==> config.mk <==
export PLATFORM = sky130hd
export DESIGN_NAME = id_inst_queue
export DESIGN_NICKNAME = d
export VERILOG_FILES = /design/src/rtl/id_inst_queue.sv
export SDC_FILE = /design/constraint.sdc
export NUM_CORES = 1
export LEC_CHECK = 0
export ABC_AREA = 1
export ABC_CLOCK_PERIOD_IN_PS = 4800
export BUFFER_PORTS_ARGS = -buffer_cell sky130_fd_sc_hd__buf_2
export CAP_MARGIN = 20
export CORE_MARGIN = 2
export CORE_UTILIZATION = 57
export CTS_BUF_LIST = sky130_fd_sc_hd__clkbuf_16
export DETAILED_ROUTE_END_ITERATION = 7
export GPL_TIMING_DRIVEN = 0
export HOLD_SLACK_MARGIN = 0.08
export PLACE_DENSITY = 0.79
export RECOVER_POWER = 25
export SLEW_MARGIN = 0
export SYNTH_ARGS = -nofsm -noshare
export SYNTH_HDL_FRONTEND = slang
export SYNTH_SLANG_ARGS = --single-unit
==> constraint.sdc <==
create_clock -name clk -period 4.8 [get_ports clk]
set_input_delay 1.2 -clock clk [delete_from_list [all_inputs] [get_ports clk]]
set_output_delay 1.2 -clock clk [all_outputs]
set_load 0.005 [all_outputs]
==> src/rtl/id_inst_queue.sv <==
// id_inst_queue: in-order {pc, inst} queue between the fetch path and decode.
// A circular buffer of DEPTH entries. Decode sees the head entry combinationally.
// A branch flush empties the queue, and a sticky flag records any fetch dropped while full.
// Optional macro ID_INST_QUEUE_BYPASS_EN: when the queue is empty, an incoming
// fetch is presented to decode in the same cycle. If decode consumes it in that
// cycle, it is not stored.
module id_inst_queue #(
    parameter int DEPTH   = 4,
    parameter int PC_WD   = 32,
    parameter int INST_WD = 32
) (
    input  logic                     clk,
    input  logic                     rst,
    input  logic                     flush,
    input  logic                     enq_valid,
    input  logic [PC_WD-1:0]         enq_pc,
    input  logic [INST_WD-1:0]       enq_inst,
    output logic                     enq_ready,
    output logic                     deq_valid,
    output logic [PC_WD-1:0]         deq_pc,
    output logic [INST_WD-1:0]       deq_inst,
    input  logic                     deq_ready,
    output logic [$clog2(DEPTH):0]   count,
    output logic                     overflow
);

    localparam int PTR_WD = $clog2(DEPTH);
    localparam int CNT_WD = PTR_WD + 1;

    logic [PC_WD-1:0]   pc_mem   [DEPTH];
    logic [INST_WD-1:0] inst_mem [DEPTH];
    logic [PTR_WD-1:0]  rd_ptr;
    logic [PTR_WD-1:0]  wr_ptr;

    logic head_valid;
    logic byp;
    logic enq_fire;
    logic enq_store;
    logic deq_pop;

    assign head_valid = (count != '0);
    // Full blocks enqueue even if the head is popped in the same cycle.
    assign enq_ready  = (count != CNT_WD'(DEPTH));
    assign enq_fire   = enq_valid & enq_ready & ~flush;

`ifdef ID_INST_QUEUE_BYPASS_EN
    assign byp = ~head_valid & enq_valid & ~flush;
`else
    assign byp = 1'b0;
`endif

    // A bypassed pair that is consumed immediately never occupies a slot.
    assign enq_store = enq_fire & ~(byp & deq_ready);
    assign deq_pop   = head_valid & deq_ready & ~flush;

    // Head presentation: stored entry first, then bypass, otherwise zero (NOP).
    always_comb begin
        deq_valid = 1'b0;
        deq_pc    = '0;
        deq_inst  = '0;
        if (!flush) begin
            if (head_valid) begin
                deq_valid = 1'b1;
                deq_pc    = pc_mem[rd_ptr];
                deq_inst  = inst_mem[rd_ptr];
            end else if (byp) begin
                deq_valid = 1'b1;
                deq_pc    = enq_pc;
                deq_inst  = enq_inst;
            end
        end
    end

    // Storage write. This storage has no reset; only entries below count are ever read.
    always_ff @(posedge clk) begin
        if (enq_store) begin
            pc_mem[wr_ptr]   <= enq_pc;
            inst_mem[wr_ptr] <= enq_inst;
        end
    end

    // Pointer and occupancy update. Flush wins over any enqueue or dequeue.
    always_ff @(posedge clk or negedge rst) begin
        if (!rst) begin
            rd_ptr <= '0;
            wr_ptr <= '0;
            count  <= '0;
        end else if (flush) begin
            rd_ptr <= '0;
            wr_ptr <= '0;
            count  <= '0;
        end else begin
            if (enq_store) wr_ptr <= wr_ptr + PTR_WD'(1);
            if (deq_pop)   rd_ptr <= rd_ptr + PTR_WD'(1);
            case ({enq_store, deq_pop})
                2'b10:   count <= count + CNT_WD'(1);
                2'b01:   count <= count - CNT_WD'(1);
                default: count <= count;
            endcase
        end
    end

    // Sticky drop flag. Only reset clears it; flush does not.
    always_ff @(posedge clk or negedge rst) begin
        if (!rst)                        overflow <= 1'b0;
        else if (enq_valid && !enq_ready) overflow <= 1'b1;
    end

endmodule

-- Yosys cells after proc, flatten, opt, wreduce, memory -nomap -nowiden
Memory sizes are Yosys's and may differ from the RTL's.
Index checks and enable logic that the tools add are counted.
- reduce and logical (&&, ||, !) cells: 6
- add/sub/neg operators: 4
- bitwise logic cells: 5
- muxes and demuxes: 14
- equal/unequal tests: 3
- operator list (kind ; count):
    two-way mux 32 bit ; 4
    two-way mux 2 bit ; 4
    one-hot mux 3 bit (2 select lines) ; 1
    nonzero test 3 bit ; 2
    adder 2 x 1 -> 2 bit, second input constant ; 2
    AND 1 bit ; 4
    two-way mux 1 bit ; 4
    nonzero test 2 bit ; 2
    adder 3 x 1 -> 3 bit, second input constant ; 1
    two-way mux 3 bit ; 1
    inequality test 3 bit, second input constant ; 1
    subtractor 3 x 1 -> 3 bit, second input constant ; 1
    equality test 2 x 1 -> 1 bit, second input constant ; 1
    equality test 2 bit, second input constant ; 1
    logical AND 1 bit ; 1
    logical NOT 1 bit ; 1
    inverter 1 bit ; 1
- flip-flop bits (word level): 8
- RAM bits: 256
- logic and storage cells: 38
- output and inout port bits: 70
- input bits: 69
- memories: 2
- memories (memory ; depth ; width ; read ports ; clocked after Yosys merged registers in ; wr ports ; line ; RTL):
    inst_mem ; 4 ; 32 ; 1 ; 0 ; 1 ; 31 ; logic [INST_WD-1:0] inst_mem [DEPTH];
    pc_mem ; 4 ; 32 ; 1 ; 0 ; 1 ; 30 ; logic [PC_WD-1:0] pc_mem [DEPTH];

-- Logic depth before layout (Yosys ltp)
- word-level depth: 6
- mapped depth: 11

-- Least setup slack after synthesis
OpenSTA, ideal clock, no wires.
- kind: input -> register
- from: input port flush
- to: memory inst_mem[0][0], enable pin
- arrival time: 4.184 ns
- data required time: 4.313 ns
- cell stages on the path: 3
- setup time: 0.487 ns
- buffers on the path: 0
- slack: 0.129 ns
- cell sequence: inv_1 nand3_2 nor2_1
- word-level cells in the longest chain between the ends: 4
- RTL lines (what ; line ; RTL):
    start, declared ; 14 ; input logic flush,
    inverter 1 bit ; 44 ; assign enq_fire = enq_valid & enq_ready & ~flush;
    AND 1 bit ; 44 ;
    two-way mux 1 bit ; 76 ; if (enq_store) begin
    two-way mux 1 bit (implied by the code) ; 78 ; inst_mem[wr_ptr] <= enq_inst;
    end, declared ; 31 ;
No other way between the ends.

-- Worst setup path in the final report
- from: input port flush
- to: output port deq_inst[11]
- word-level cells in the longest chain between the ends: 1
- RTL lines (what ; line ; RTL):
    two-way mux 32 bit ; 61 ; if (!flush) begin
    end, declared ; 21 ; output logic [INST_WD-1:0] deq_inst,
No other way between the ends.

==> impl_metrics.yaml <==
status:
  run_status: "completed"
pwr:
  switchingPower_mw: 1.71
  switching_share: 0.293
  power_share_of_the_combinational_group: 0.233
  cellLeakagePower_nw: 4.49
  power_frac_seq: 0.463
  ir_worst_vdd_uv: 345
  power_density_mw_per_mm2: 477
  pwr-share-clk: 0.303
  p_int_mw: 4.14
die:
  core_mm2: 0.0179
  io-pin-count: 139
  initial_core_util: 0.581
  die-area_mm2: 0.0193
  die_w_um: 139
  chipHeight_um: 139
  num_rows: 49
detailed_routing:
  first_iter_violations: 439
  routed_wl_um: 22000
  antenna_violating_nets_post_route: 0
  drt-vias-per-instance: 5.46
  routed-via-count: 6785
  dr.pass1.iters: 4
  route.detailed.wl_per_inst_um: 17.7
  drc_errors: 0
clocking:
  cts_hold_buf: 0
  post-cts-setup-buffers: 0
  cts_max_path_buffers: 3
  clock_tree.htree_level_count: 1
  clk_pin_slew_worst_paths_ps: 60
  clkLatencyLatePin_ps: 510
  cts.sinks: 264
  cts_root_buf: "sky130_fd_sc_hd__clkbuf_16"
  numCtsBuffers: 25
  post_cts_resized: 0
  clock_tree_from_tritoncts: "done"
setup_path:
  critPathKind: "input pin to output pin"
  cp.arrival_ps: 2420
  worstPathMaxFanout: 10
  critical_path.endpoint_type: "output pin"
  cp_slowest_cell: "sky130_fd_sc_hd__buf_2"
  startpoint_type: "input pin"
  endpoint_of_the_worst_register_to_register_path: "inst_mem[2][16]"
  regToRegStartpoint: "count[0]"
  crit_chain: "buf_2 -> inv_1 -> nand2_1 -> buf_2 -> buf_2 -> a21oi_1 -> buf_2"
  cp_data_required_time_ps: 3600
  cpPeakStageDelay_ps: 240
  rrSetupSlack_ps: 2380
  worst_r2r_path_depth: 6
  cell_repeated_most_along_the_worst_path: "sky130_fd_sc_hd__buf_2"
  critical_path.startpoint: "flush"
logic_synthesis:
  synth-edff-count: 256
  post_synth_instance_area_mm2: 0.0104
  synth_largest_type_area_fraction: 0.739
  synth_cell_types: 25
  yosys_register_bits: 264
  synth_top_cell_by_area: "sky130_fd_sc_hd__edfxtp_1"
  post_synth_most_frequent_cells: "sky130_fd_sc_hd__nor2_1, sky130_fd_sc_hd__edfxtp_1, sky130_fd_sc_hd__o21ai_0"
  synthCells: 822
  synthesis.yosys.warnings: 0
  syn-num-nets: 896
  synth.avg_cell_area_um2: 12.7
  post_synth_main_area_contributors: "sky130_fd_sc_hd__edfxtp_1, sky130_fd_sc_hd__nor2_1, sky130_fd_sc_hd__o21ai_0"
  synth_seq_area_share: 0.758
  asyncSetResetFlopFracSynth: 0.0303
  synthMostInstantiatedCell: "sky130_fd_sc_hd__nor2_1"
  yosys_most_used_dff: "sky130_fd_sc_hd__edfxtp_1"
timing:
  max_clock_freq_ghz: 0.276
  fin_worst_hold_slack_ps: 481
  fin_worst_skew_ps: 8.62
  setup_repair_after_global_routing_missed_its_margin: "no"
  finalSetupTns_ps: 0
  worstMarginPinSlew_ps: 861
  slew_headroom: 0.425
  final_min_period_over_clock_period: 0.754
  slew_viol_final: 0
  period_minus_slack_ps: 3620
  finalSetupViolCount: 0
  finalWorstSetupSlack_ps: 1180
  final_hold_viol_count: 0
grt:
  first_global_vias: 6667
  grt_most_used_layer: "met2"
  largest_net_degree_at_the_start_of_global_routing: 31
  groute.usage.overall: 0.225
  grt_overflow_total: 0
  met2_usage: 0.377
  grt_antenna_before_repair: 1
  grtUsageMet1: 0.294
  global_route.usage.met3: 0.0463
  global_route_wire_length_before_repair_um: 34000
place:
  dpl_worst_slack_ps: 1190
  hpwl_detailed_um: 13700
  port-buffer-count: 138
  place_congestion: 0.799
cells_and_area:
  layout-area-overhead-vs-synth_pct: 18.0
  fillers: 1247
  diodes_inserted: 0
  utilization: 0.686
  multi_input_comb_area_mm2: 0.00222
  layout-drive-gt1-share: 0.174
  number_of_nets_at_the_end_of_the_flow: 1069
  sequential_cell_area_mm2: 0.00789
job:
  max_cap_violations: 0
worst_hold_path:
  worst_hold_path.num_cells: 1
  timing.hold.worst_endpoint: "overflow"
  hold_path_class: "flop to flop"
  worstHoldStart: "overflow"
worst max-delay path by stage:
stage               slack [ps]  depth (start not counted)              to
finish                    1180                          7    deq_inst[11]
global route              1080                          7      deq_pc[18]
CTS                       1190                          7    deq_inst[21]
detailed placement        1190                          7    deq_inst[21]
global placement         -2110                          4  inst_mem[2][7]
floorplan                  130                          3  inst_mem[0][0]
final cells by class:
| type | count | area share |
|---|---|---|
| Timing Repair Buffer | 146 | 0.0664 |
| Buffer | 49 | 0.0218 |
| Multi-Input combinational cell | 495 | 0.181 |
| Tap cell | 229 | 0.0233 |
| Clock inverter | 20 | 0.00968 |
| Inverter | 14 | 0.00428 |
| Clock buffer | 25 | 0.0510 |
| Sequential cell | 264 | 0.643 |
metal layers:
layer / vias to the layer above / wire length [um] / part of all wire
li1: 3248 / - / -
met1: 3209 / 8780 / 0.40
met2: 263 / 10800 / 0.49
met3: 63 / 1690 / 0.077
met4: 2 / 727 / 0.033
met5: - / 13 / 0.00059
metrics by stage:
stage | total power [mW] | cell area, um2 | instances
after global routing | 6.15 | 12300 | 1242
after CTS | 5.89 | 12300 | 1242
after detailed placement | 4.13 | 11600 | 1197
after floorplan | 3.56 | 10400 | 822
final | 5.86 | 12300 | 1242
after global placement | 4.09 | 11400 | 1189
critical path, delay by kind of cell:
kind	cells	cell delay (ps)
and+or+nand+nor	1	100
buffers and inverters	5	900
AOI/OAI and AO/OA	1	220
power groups by stage:
stage                     clock network (mW)  logic (mW)  registers (mW)
final                                   1.78        1.37            2.71
after global routing                    1.89        1.53            2.72
after CTS                               1.80        1.37            2.72
after detailed placement                   0        1.37            2.76
after global placement                     0        1.31            2.78
after floorplan                            0       0.791            2.77
placed cells by master (no fill, tap or decap), types with 5 or more instances in the layout:
cell type,n
sky130_fd_sc_hd__clkinv_1,7
sky130_fd_sc_hd__buf_4,14
sky130_fd_sc_hd__buf_1,6
sky130_fd_sc_hd__o21ai_0,127
sky130_fd_sc_hd__buf_12,6
sky130_fd_sc_hd__clkbuf_1,55
sky130_fd_sc_hd__o21ai_1,5
sky130_fd_sc_hd__inv_1,19
sky130_fd_sc_hd__nand2_1,22
sky130_fd_sc_hd__a21oi_1,66
sky130_fd_sc_hd__edfxtp_1,256
sky130_fd_sc_hd__nor2_1,257
sky130_fd_sc_hd__dfrtp_1,8
sky130_fd_sc_hd__clkbuf_16,25
sky130_fd_sc_hd__buf_2,110
flip-flops by register name (all words and copies together), names as in the netlist:
signal,count
pc_mem,128
inst_mem,128
wr_ptr,2
count,3
overflow,1
rd_ptr,2
cell families (layout without fill, tap and decap cells):
kind of cell / count (synthesis) / in the layout / synth area share
compound gates: 201 / 201 / 0.0977
xor+xnor: 1 / 1 / 0.000842
fa+ha+maj: 5 / 5 / 0.00674
buf+inv: 63 / 254 / 0.0308
flops: 264 / 264 / 0.758
simple gates: 288 / 288 / 0.106
Power figures use the tool's default switching activity.
